<file path="src/rtl/stream_parity_vote_pkg.sv">
// Shared types and helpers for the framed parity/majority reducer.
// Word and frame modes, FSM states and a width-bounded popcount.
package stream_parity_vote_pkg;

  typedef enum logic {
    MODE_PARITY   = 1'b0,
    MODE_MAJORITY = 1'b1
  } mode_e;

  typedef enum logic {
    S_IDLE  = 1'b0,
    S_ACCUM = 1'b1
  } state_e;

  // Widest word the popcount helper handles; callers zero-extend into it.
  localparam int unsigned POP_MAX_W = 64;

  function automatic int unsigned popcount(input logic [POP_MAX_W-1:0] v,
                                           input int unsigned          w);
    int unsigned n;
    n = 0;
    for (int unsigned i = 0; i < POP_MAX_W; i++) begin
      if (i < w && v[i]) n = n + 1;
    end
    return n;
  endfunction

endpackage

</file>
<file path="src/rtl/stream_parity_vote_if.sv">
// Word-in / result-out handshake bundle for stream_parity_vote.
// master = producer/consumer side, slave = the reducer.
interface stream_parity_vote_if #(
  parameter int WIDTH     = 5,
  parameter int MAX_FRAME = 16
);
  localparam int CNT_W = $clog2(MAX_FRAME + 1);

  logic             mode_i;
  logic             in_valid;
  logic             in_ready;
  logic [WIDTH-1:0] in_data;
  logic             in_last;
  logic             out_valid;
  logic             out_ready;
  logic             out_bit;
  logic [CNT_W-1:0] out_count;
  logic             out_overflow;

  modport master (
    output mode_i, in_valid, in_data, in_last, out_ready,
    input  in_ready, out_valid, out_bit, out_count, out_overflow
  );

  modport slave (
    input  mode_i, in_valid, in_data, in_last, out_ready,
    output in_ready, out_valid, out_bit, out_count, out_overflow
  );

endinterface

</file>
<file path="src/rtl/stream_parity_vote_word_reduce.sv">
// Combinational reduction of one word to a single bit:
// XOR parity, or strict bit-majority (even-width tie gives 0).
module word_reduce
  import stream_parity_vote_pkg::*;
#(
  parameter int WIDTH = 5
) (
  input  logic [WIDTH-1:0] data,
  input  mode_e            mode,
  output logic             word_bit
);

  localparam int unsigned W_U  = WIDTH;
  localparam int unsigned HALF = WIDTH / 2;

  logic [POP_MAX_W-1:0] data_ext;

  assign data_ext = POP_MAX_W'(data);

  // NOTE: every output of an always_comb gets a default first so no path can infer a latch.
  always_comb begin
    word_bit = ^data;
    if (mode == MODE_MAJORITY) begin
      word_bit = (popcount(data_ext, W_U) > HALF);
    end
  end

endmodule

</file>
<file path="src/rtl/stream_parity_vote.sv">
// Framed reducer: folds per-word bits into one parity or majority result
// per frame and presents it as a registered valid/ready output.
module stream_parity_vote
  import stream_parity_vote_pkg::*;
#(
  parameter  int WIDTH     = 5,
  parameter  int MAX_FRAME = 16,
  localparam int CNT_W     = $clog2(MAX_FRAME + 1)
) (
  input logic                 clk,
  input logic                 rst_n,
  stream_parity_vote_if.slave bus
);

  state_e           state_q;
  mode_e            mode_q;
  logic             acc_q;
  logic [CNT_W-1:0] ones_q;
  logic [CNT_W-1:0] count_q;
  logic             out_valid_q;
  logic             out_bit_q;
  logic [CNT_W-1:0] out_count_q;
  logic             out_overflow_q;

  logic             accept;
  mode_e            frame_mode;
  logic             word_bit;
  logic             acc_d;
  logic [CNT_W-1:0] ones_d;
  logic [CNT_W-1:0] count_d;
  logic             at_max;
  logic             closing;
  logic             frame_bit_d;
  logic             overflow_d;

  assign bus.in_ready = ~out_valid_q | bus.out_ready;
  assign accept       = bus.in_valid & bus.in_ready;

  // The first beat of a frame uses the live mode; later beats use the latched one.
  assign frame_mode = (state_q == S_IDLE) ? mode_e'(bus.mode_i) : mode_q;

  word_reduce #(.WIDTH(WIDTH)) u_word_reduce (
    .data     (bus.in_data),
    .mode     (frame_mode),
    .word_bit (word_bit)
  );

  always_comb begin
    acc_d       = acc_q ^ word_bit;
    ones_d      = ones_q + CNT_W'(word_bit);
    count_d     = count_q + CNT_W'(1);
    at_max      = (count_d == CNT_W'(MAX_FRAME));
    closing     = accept & (bus.in_last | at_max);
    overflow_d  = at_max & ~bus.in_last;
    frame_bit_d = acc_d;
    if (frame_mode == MODE_MAJORITY) begin
      // One extra bit so doubling ones cannot wrap.
      frame_bit_d = ({ones_d, 1'b0} > {1'b0, count_d});
    end
  end

  // NOTE: all sequential state uses non-blocking assignment so every register samples pre-edge values.
  always_ff @(posedge clk or negedge rst_n) begin
    if (!rst_n) begin
      state_q        <= S_IDLE;
      mode_q         <= MODE_PARITY;
      acc_q          <= 1'b0;
      ones_q         <= '0;
      count_q        <= '0;
      out_valid_q    <= 1'b0;
      out_bit_q      <= 1'b0;
      out_count_q    <= '0;
      out_overflow_q <= 1'b0;
    end else begin
      if (bus.out_ready) begin
        out_valid_q <= 1'b0;
      end
      if (accept) begin
        if (closing) begin
          out_valid_q    <= 1'b1;
          out_bit_q      <= frame_bit_d;
          out_count_q    <= count_d;
          out_overflow_q <= overflow_d;
          state_q        <= S_IDLE;
          acc_q          <= 1'b0;
          ones_q         <= '0;
          count_q        <= '0;
        end else begin
          state_q <= S_ACCUM;
          acc_q   <= acc_d;
          ones_q  <= ones_d;
          count_q <= count_d;
          if (state_q == S_IDLE) begin
            mode_q <= frame_mode;
          end
        end
      end
    end
  end

  assign bus.out_valid    = out_valid_q;
  assign bus.out_bit      = out_bit_q;
  assign bus.out_count    = out_count_q;
  assign bus.out_overflow = out_overflow_q;

endmodule

</file>
<file path="src/flat_wrapper.sv">
// flat-port wrapper written by rule: the top's interface ports become plain ports
module stream_parity_vote_flat import stream_parity_vote_pkg::*;
#(
  parameter  int WIDTH     = 5,
  parameter  int MAX_FRAME = 16,
  localparam int CNT_W     = $clog2(MAX_FRAME + 1)
)
  (clk, rst_n, bus_mode_i, bus_in_valid, bus_in_data, bus_in_last, bus_out_ready, bus_in_ready, bus_out_valid, bus_out_bit, bus_out_count, bus_out_overflow);
  stream_parity_vote_if #(.WIDTH(WIDTH), .MAX_FRAME(MAX_FRAME)) bus_i ();
  input logic clk;
  input logic rst_n;
  input wire logic [$bits(bus_i.mode_i)-1:0] bus_mode_i;
  input wire logic [$bits(bus_i.in_valid)-1:0] bus_in_valid;
  input wire logic [$bits(bus_i.in_data)-1:0] bus_in_data;
  input wire logic [$bits(bus_i.in_last)-1:0] bus_in_last;
  input wire logic [$bits(bus_i.out_ready)-1:0] bus_out_ready;
  output wire logic [$bits(bus_i.in_ready)-1:0] bus_in_ready;
  output wire logic [$bits(bus_i.out_valid)-1:0] bus_out_valid;
  output wire logic [$bits(bus_i.out_bit)-1:0] bus_out_bit;
  output wire logic [$bits(bus_i.out_count)-1:0] bus_out_count;
  output wire logic [$bits(bus_i.out_overflow)-1:0] bus_out_overflow;
  assign bus_i.mode_i = bus_mode_i;
  assign bus_i.in_valid = bus_in_valid;
  assign bus_i.in_data = bus_in_data;
  assign bus_i.in_last = bus_in_last;
  assign bus_i.out_ready = bus_out_ready;
  assign bus_in_ready = bus_i.in_ready;
  assign bus_out_valid = bus_i.out_valid;
  assign bus_out_bit = bus_i.out_bit;
  assign bus_out_count = bus_i.out_count;
  assign bus_out_overflow = bus_i.out_overflow;
  stream_parity_vote #(.WIDTH(WIDTH), .MAX_FRAME(MAX_FRAME)) u_core (.clk(clk), .rst_n(rst_n), .bus(bus_i));
endmodule
</file>
<file path="config.mk">
export PLATFORM = sky130hd
export DESIGN_NAME = stream_parity_vote_flat
export DESIGN_NICKNAME = d
export VERILOG_FILES = /design/src/rtl/stream_parity_vote_pkg.sv /design/src/rtl/stream_parity_vote_if.sv /design/src/rtl/stream_parity_vote_word_reduce.sv /design/src/rtl/stream_parity_vote.sv /design/src/flat_wrapper.sv
export SDC_FILE = /design/constraint.sdc
export NUM_CORES = 1
export LEC_CHECK = 0
export CAP_MARGIN = 10
export CELL_PAD_IN_SITES_DETAIL_PLACEMENT = 1
export CELL_PAD_IN_SITES_GLOBAL_PLACEMENT = 1
export CORE_AREA = 2 2 61 63
export CTS_CLUSTER_DIAMETER = 50
export DETAILED_ROUTE_END_ITERATION = 10
export DIE_AREA = 0 0 63 65
export PLACE_DENSITY_LB_ADDON = 0.1
export SETUP_SLACK_MARGIN = 0.4
export SLEW_MARGIN = 10
export SYNTH_ARGS = -nofsm -noshare
export SYNTH_HDL_FRONTEND = slang
export SYNTH_SLANG_ARGS = --single-unit
</file>
<file path="constraint.sdc">
create_clock -name clk -period 3.28 [get_ports clk]
set_clock_uncertainty 0.05 [all_clocks]
set_input_delay 0.328 -clock clk [delete_from_list [all_inputs] [get_ports clk]]
set_output_delay 0.328 -clock clk [all_outputs]
set_load 0.005 [all_outputs]
</file>
==> results of run 1 <==
stage by stage:
step	power, mW	setup WS, ns	hold slack, ns	cell area [um^2]
2_1_floorplan	0.571	0.102	-0.0176	1520
3_3_place_gp	0.697	-0.682	0.409	1840
3_5_place_dp	0.713	-0.814	0.412	1840
4_1_cts	0.879	0.0919	0.441	1960
5_1_grt	0.956	-0.0251	0.463	2020
6_report	0.890	0.0790	0.433	2020
area by class of cell:
| cell class | instances | area (um^2) |
|---|---|---|
| fillers | 385 | 1470 |
| repair buffers | 42 | 363 |
| multi-input cells | 107 | 1020 |
| well taps | 48 | 60.1 |
| clock buffers | 4 | 26.3 |
| flip-flops and latches | 21 | 526 |
| inverters | 3 | 26.3 |
power groups by stage:
| stage | clock network, mW | logic (mW) | registers, mW |
|---|---|---|---|
| finish | 0.129 | 0.423 | 0.338 |
| global route | 0.143 | 0.468 | 0.345 |
| CTS | 0.136 | 0.405 | 0.338 |
| detailed placement | 0 | 0.371 | 0.342 |
| global placement | 0 | 0.358 | 0.339 |
| floorplan | 0 | 0.235 | 0.336 |
synth_stat cells, types with 2 or more instances:
master                     count
sky130_fd_sc_hd__xnor2_1       7
sky130_fd_sc_hd__a31oi_1       2
sky130_fd_sc_hd__a21oi_1       6
sky130_fd_sc_hd__nor2_1        3
sky130_fd_sc_hd__a22o_1        6
sky130_fd_sc_hd__clkbuf_1      2
sky130_fd_sc_hd__nand3_1       5
sky130_fd_sc_hd__xor2_1        5
sky130_fd_sc_hd__mux2i_1       2
sky130_fd_sc_hd__mux2_1        2
sky130_fd_sc_hd__ha_1         11
sky130_fd_sc_hd__o21ai_1       6
sky130_fd_sc_hd__inv_1         3
sky130_fd_sc_hd__dfrtp_1      21
sky130_fd_sc_hd__nand2_1      19
sky130_fd_sc_hd__nand2b_1      8
sky130_fd_sc_hd__nand4b_1      2
sky130_fd_sc_hd__o21ai_0       7
worst register-to-register path, stage by stage (launching register included):
cell and delay [ns]:
sky130_fd_sc_hd__dfrtp_1 0.40, sky130_fd_sc_hd__mux2i_1 0.57, sky130_fd_sc_hd__o21ai_2 0.12, sky130_fd_sc_hd__mux2_4 0.28, sky130_fd_sc_hd__o2bb2ai_4 0.15, sky130_fd_sc_hd__ha_4 0.18
sky130_fd_sc_hd__nand3_2 0.08, sky130_fd_sc_hd__xnor2_2 0.16, sky130_fd_sc_hd__ha_1 0.30, sky130_fd_sc_hd__nand4_1 0.13, sky130_fd_sc_hd__o221ai_2 0.24, sky130_fd_sc_hd__a32o_2 0.23
sky130_fd_sc_hd__o21ai_2 0.06
state kept, by name, indices dropped and copies added, names as in the netlist:
name	flops
u_core.count_q	5
u_core.bus.out_bit	1
u_core.bus.out_count	5
u_core.state_q	1
u_core.acc_q	1
u_core.bus.out_valid	1
u_core.mode_q	1
u_core.bus.out_overflow	1
u_core.ones_q	5
worst paths after layout:
kind,from,end,slack [ns],cells after the start
worst max-delay path,bus_in_data[1],u_core.bus.out_bit,0.08,18
min in group asynchronous,rst_n,u_core.acc_q,0.50,1
worst min-delay path,u_core.bus.out_count[1],u_core.bus.out_count[1],0.43,2
worst min register to register,u_core.bus.out_count[1],u_core.bus.out_count[1],0.43,2
worst max register to register,u_core.state_q,u_core.bus.out_bit,0.22,12
max in group asynchronous,rst_n,u_core.count_q[1],2.06,1
cells by family after synthesis:
kind of cell | Yosys count | share of synthesized area, %
multiplexers | 6 | 6.20
XOR/XNOR | 12 | 7.78
buffers and inverters | 7 | 2.59
AO/OA/AOI/OAI | 34 | 17.3
AND/OR/NAND/NOR | 44 | 17.0
adder cells (fa/ha/maj) | 11 | 10.2
flip-flops | 21 | 38.9
routing by layer:
layer	track usage (%)	vias up	routed length, um
li1	-	574	-
met1	21.7	589	1490
met2	35.1	21	1770
met3	3.65	6	96
met4	5.00	0	43
met5	0	-	0
timing repair:
item	in CTS	in global routing
resized for setup	26	9
setup endpoints to repair	3	1
buffers inserted	4	4
pin swaps	14	15
==> key figures, run 1 <==
Placed design
  • Half-perimeter wire length of the detailed placement result: 2610 um
  • Buffers added on ports: 19
  • Number of placed instances, taps included: between 200 and 250
  • Last weighted congestion value of the routability-driven placer: about 0.82

Drt
  • Average wire per standard cell: between 15 and 20 um
  • Number of nets still failing antenna checks after routing: 0
  • Number of design rule violations left after detail routing: 0
  • 1st-iter DRT viols: 35
  • Routed Wire Length: 3400 um
  • Vias per Instance: around 5.3
  • Via count of the routed design: 1190
  • Count of TritonRoute iterations in the first routing pass: 4

Power
  • Largest vdd supply drop: around 230 uV
  • Switching power as a share of total power: between 30% and 40%
  • Cell leakage power: between 0.8 and 0.9 nW
  • Switching Power: 0.306 mW
  • Power per unit of standard cell area: between 400 and 500 nW/um^2
  • Portion of total power attributed to the clock network: between 10% and 20%
  • Relative contribution of combinational cells to total power: about 48%
  • Portion of total power attributed to sequential cells: about 38%
  • Internal power component: between 0.5 and 0.6 mW

Setup path
  • Crit path capture type: flop
  • Family of cells with the greatest summed delay on the critical path: compound AO/OA/AOI/OAI gates
  • Arrival time at the worst endpoint: approximately 3.3 ns
  • Number of buffers and inverters on the critical path: 2
  • Data required time at the worst endpoint: ~3.4 ns
  • Type of the worst setup path: in -> reg
  • Category of the worst setup path launch point: input port
  • Stage delay of the slowest cell on the critical path: 0.30 ns
  • Cell at the slowest stage of the critical path: sky130_fd_sc_hd__ha_1
  • Cell breakdown of the critical path: buf_6, buf_8, ha_4, mux2i_4, xnor2_4, a21o_2, ha_4, o21ai_2, mux2_4, o2bb2ai_4, ha_4, nand3_2, xnor2_2, ha_1, nand4_1, o221ai_2, a32o_2, o21ai_2
  • Most frequent CP cell: sky130_fd_sc_hd__ha_4
  • Critical Path Fanout Max: 3

Yosys
  • Area of the mapped netlist: ~1400 um^2
  • Cell taking the most area after synthesis: sky130_fd_sc_hd__dfrtp_1
  • Flip-flop cell with the highest count after synthesis: sky130_fd_sc_hd__dfrtp_1
  • Post-Synthesis Net Count: 157
  • Async set-reset flop share out of synthesis: 100%
  • Synth area leaders: sky130_fd_sc_hd__dfrtp_1 39%, sky130_fd_sc_hd__ha_1 10%, sky130_fd_sc_hd__nand2_1 5.3%
  • Sequential area share after synthesis: about two fifths
  • Flops & latches, synth: 21
  • Library cells used by synthesis: 36
  • Yosys Warn Count: 0
  • Top-area cell type share of the netlist area: about two fifths
  • Number of flops mapped to enable cells by yosys: 0
  • Mean post-synth cell area: 10.0 um^2
  • Post-synthesis cell count: around 140

Global route
  • First-pass GRT wire length: 6080 um
  • Grt ovf: 0
  • Initial antenna violation count: 0
  • Pin count of the biggest net entering global routing: 22
  • Number of global-route vias before repair: about 1300
  • Overall track demand over capacity in global routing: a little under a fifth

Cells and area
  • Final cell utilization of the core: between 50% and 60%
  • Fraction of final layout cells sized beyond drive strength 1: about a third
  • Most common library cell in the layout ignoring fill and taps: sky130_fd_sc_hd__buf_4
  • Post-layout net count: 200
  • Inserted Diodes: 0
  • Highest-count cells in the layout ignoring fill and taps: 22 x sky130_fd_sc_hd__buf_4, 21 x sky130_fd_sc_hd__dfrtp_1, 18 x sky130_fd_sc_hd__nand2_1
  • Area Overhead vs Synth: 49.7%
  • Non-filler instance count after layout: 225

Clock network
  • CTS max path bufs: 2
  • Buffer cell driving the clock tree root: sky130_fd_sc_hd__clkbuf_4
  • Number of buffers inserted for hold repair after clock tree synthesis: 0
  • CTS clk-pin slew, worst paths: 0.12 ns
  • Clock tree from TritonCTS: done
  • Count of H-tree levels built during CTS: 1
  • CTS buffer count: 3
  • Source-to-sink clock delay at the later pin of the worst-skew pair: between 0.3 and 0.4 ns
  • Sinks on Clock Net: 21

Timing
  • Max-slew headroom at the worst pin: 32.5%
  • Peak Freq: roughly 310 MHz
  • Worst slew pin tran: 1.01 ns
  • Minimum period implied by the final worst setup slack: 3.20 ns
  • Hold violation count in the final report: 0
  • Sum Neg Setup Slack: 0 ns
  • Unrepaired setup endpoints after global routing: yes
  • Number of endpoints failing setup at the final stage: 0
  • Tcrit/Tclk final: a little under 100%
  • Final-report max-slew violation count: 0

Floorplanning
  • Starting density of the core: between 30% and 40%
  • Io pins: 20
  • Overall die area: between 4000 and 5000 um^2
  • Total core area: about 3500 um^2
  • Die span in y: roughly 65 um
  • # rows: 22
  • Die width: ~63 um

Hold path
  • Type of the worst min-delay path: reg -> reg

Run status
  • Result of the run: finished clean

Job
  • Max Cap Viol: 0
(Power assumes the default switching activity.)
==> run 2, diff against run 1 <==
--- a/config.mk
+++ b/config.mk
@@ -5,6 +5,7 @@
 export SDC_FILE = /design/constraint.sdc
 export NUM_CORES = 1
 export LEC_CHECK = 0
+export ABC_CLOCK_PERIOD_IN_PS = 3300
 export CAP_MARGIN = 10
 export CELL_PAD_IN_SITES_DETAIL_PLACEMENT = 1
 export CELL_PAD_IN_SITES_GLOBAL_PLACEMENT = 1
==> constraint.sdc (replaced) <==
create_clock -name clk -period 3.3 [get_ports clk]
set_clock_uncertainty 0.05 [all_clocks]
set_input_delay 0.33 -clock clk [delete_from_list [all_inputs] [get_ports clk]]
set_output_delay 0.33 -clock clk [all_outputs]
set_load 0.005 [all_outputs]
==> run 2 against run 1 <==
Compared with the run above:
- sequential share of layout area grew 0.36 points
- wire length rose by 4.0%
- worst hold slack better by 0.015 ns
- register-to-register slack improved by 0.12 ns
- largest cell class unchanged
- critical endpoint unchanged
- clock power barely moved
==> key figures, run 2 (synthesized netlist as in run 1, its figures left out) <==
Setup path
  • Worst-case reg-to-reg path depth: 12
  • Number of buffers and inverters on the critical path: 2
  • Critical Path Fanout Max: 3
  • Critical path depth in cells: 18
  • Crit path capture type: flop
  • Category of the worst setup path launch point: input port
  • Arrival time at the worst endpoint: 3.29 ns
  • Most frequent CP cell: sky130_fd_sc_hd__ha_4
  • Startpoint of the lowest-slack register-to-register path: u_core.state_q
  • Stage delay of the slowest cell on the critical path: 0.28 ns
  • Data required time at the worst endpoint: approximately 3.4 ns
  • Register-to-register path setup slack: around 0.34 ns
  • Cell at the slowest stage of the critical path: sky130_fd_sc_hd__mux2_4
  • Critical path origin: bus_in_data[1]
  • Cell breakdown of the critical path: buf_6, buf_12, ha_4, mux2i_4, xnor2_4, a21o_2, ha_4, o21ai_2, mux2_4, o2bb2ai_4, ha_4, ha_4, xor2_4, ha_4, nor2b_2, o221ai_1, a32o_2, o21ai_2
  • Type of the worst setup path: in -> reg
  • Family of cells with the greatest summed delay on the critical path: adder cells

Cells and area
  • Storage cell area: around 530 um^2
  • Inserted Diodes: 0
  • Area of the multi-input gates: between 1000 and 1500 um^2
  • Post-route standard cell area excluding fillers: 2000 um^2
  • Non-filler instance count after layout: about 220
  • Highest-count cells in the layout ignoring fill and taps: 21 x sky130_fd_sc_hd__dfrtp_1, 19 x sky130_fd_sc_hd__nand2_1, 16 x sky130_fd_sc_hd__buf_4
  • Most common library cell in the layout ignoring fill and taps: sky130_fd_sc_hd__dfrtp_1
  • Fraction of final layout cells sized beyond drive strength 1: a little under a third
  • Area Overhead vs Synth: 47.7%
  • Post-layout net count: 194
  • Layout fillers: about 390

Floorplanning
  • Die width: approximately 63 um
  • # rows: 22
  • Io pins: 20
  • Overall die area: roughly 4100 um^2
  • Starting density of the core: just under 40%
  • Total core area: between 3000 and 4000 um^2
  • Die span in y: 65 um

Power
  • Post-route total power: between 0.8 and 0.9 mW
  • Internal power component: 0.569 mW
  • Cell leakage power: about 0.82 nW
  • Portion of total power attributed to the clock network: ~15%
  • Switching power as a share of total power: approximately 34%
  • Power per unit of standard cell area: about 430 nW/um^2
  • Portion of total power attributed to sequential cells: a little under 40%
  • Largest vdd supply drop: between 200 and 250 uV
  • Switching Power: approximately 0.3 mW
  • Relative contribution of combinational cells to total power: between 40% and 50%

Drt
  • Average wire per standard cell: 16.1 um
  • Via count of the routed design: roughly 1100
  • 1st-iter DRT viols: 35
  • Number of design rule violations left after detail routing: 0
  • Number of nets still failing antenna checks after routing: 0
  • Vias per Instance: between 5 and 6
  • Count of TritonRoute iterations in the first routing pass: 4
  • Routed Wire Length: about 3500 um

Timing
  • Max-slew headroom at the worst pin: 33.1%
  • Peak Freq: ~320 MHz
  • Final WS setup: 0.141 ns
  • Unrepaired setup endpoints after global routing: yes
  • Worst slew pin tran: around 1.0 ns
  • Final-report max-slew violation count: 0
  • Tcrit/Tclk final: ~96%
  • Hold violation count in the final report: 0
  • Number of endpoints failing setup at the final stage: 0
  • Hold Slack: 0.448 ns
  • Minimum period implied by the final worst setup slack: 3.16 ns

Placed design
  • Half-perimeter wire length of the detailed placement result: 2620 um
  • Worst setup slack before clock tree synthesis: -0.798 ns
  • Number of placed instances, taps included: roughly 210
  • Last weighted congestion value of the routability-driven placer: approximately 0.79
  • Placed inst area: between 1500 and 2000 um^2
  • Buffers added on ports: 19

Global route
  • Overall track demand over capacity in global routing: 18.7%
  • Grt ovf: 0
  • Number of global-route vias before repair: between 1000 and 1500
  • Initial antenna violation count: 0
  • Pin count of the biggest net entering global routing: 22
  • First-pass GRT wire length: around 6000 um

Clock network
  • Sinks on Clock Net: 21
  • Source-to-sink clock delay at the later pin of the worst-skew pair: 0.31 ns
  • CTS clk-pin slew, worst paths: approximately 0.12 ns
  • Buffer cell driving the clock tree root: sky130_fd_sc_hd__clkbuf_4
  • CTS max path bufs: 2
  • Count of H-tree levels built during CTS: 1
  • Clock tree from TritonCTS: done
  • CTS buffer count: 3

Hold path
  • Min-Delay Path Depth: 2
  • Type of the worst min-delay path: reg -> reg
  • HP Start: u_core.bus.out_count[2]

Job
  • Max Cap Viol: 0

Run status
  • Result of the run: finished clean
-- run 2: power groups by stage --
stage / Sequential [mW] / Clock [mW] / Combinational [mW]
floorplan: 0.334 / 0 / 0.234
global placement: 0.337 / 0 / 0.356
detailed placement: 0.340 / 0 / 0.373
CTS: 0.336 / 0.132 / 0.396
global route: 0.343 / 0.142 / 0.448
finish: 0.336 / 0.127 / 0.404
-- run 2: cell type report --
| type | instances | share of cell area (%) |
|---|---|---|
| clock buffer | 4 | 1.32 |
| timing repair buffer | 36 | 16.2 |
| inverter | 3 | 1.32 |
| tap | 48 | 3.01 |
| multi-input combinational | 107 | 51.8 |
| sequential | 21 | 26.3 |
-- run 2: worst reg2reg max path, cell delays in order, from the launching register on --
cell                        delay (ns)
sky130_fd_sc_hd__dfrtp_1          0.40
sky130_fd_sc_hd__mux2i_1          0.52
sky130_fd_sc_hd__o21ai_2          0.11
sky130_fd_sc_hd__mux2_4           0.28
sky130_fd_sc_hd__o2bb2ai_4        0.15
sky130_fd_sc_hd__ha_4             0.17
sky130_fd_sc_hd__ha_4             0.16
sky130_fd_sc_hd__xor2_4           0.20
sky130_fd_sc_hd__ha_4             0.23
sky130_fd_sc_hd__nor2b_2          0.14
sky130_fd_sc_hd__o221ai_1         0.15
sky130_fd_sc_hd__a32o_2           0.20
sky130_fd_sc_hd__o21ai_2          0.05
-- run 2: per-stage QoR --
| stage | TNS, ns | utilization, % |
|---|---|---|
| final | 0 | 57.1 |
| after global routing | 0 | 57.1 |
| after CTS | 0 | 55.8 |
| after detailed placement | -0.898 | 52.6 |
| after global placement | -0.661 | 52.6 |
| after floorplan | 0 | - |
-- run 2: timing repair --
action	CTS	global route
setup buffers	3	0
hold buffers	0	0
gates resized for setup	24	7
endpoints found under the setup margin	4	1
pin swaps	10	5
-- run 2: metal layers --
layer	share of wire (%)	up-vias	wire [um]	track usage (%)
li1	-	556	-	-
met1	44	579	1550	24.5
met2	54	10	1910	33.0
met3	1.8	2	65	3.65
met4	0.11	0	4	1.67
met5	0	-	0	0
-- run 2: worst paths after layout --
| path | endpoint |
|---|---|
| setup / recovery | u_core.bus.out_bit |
| hold / removal | u_core.bus.out_count[2] |
| setup reg to reg | u_core.bus.out_bit |
| hold reg to reg | u_core.bus.out_count[2] |
| max in group asynchronous | u_core.bus.out_count[2] |
| min in group asynchronous | u_core.acc_q |
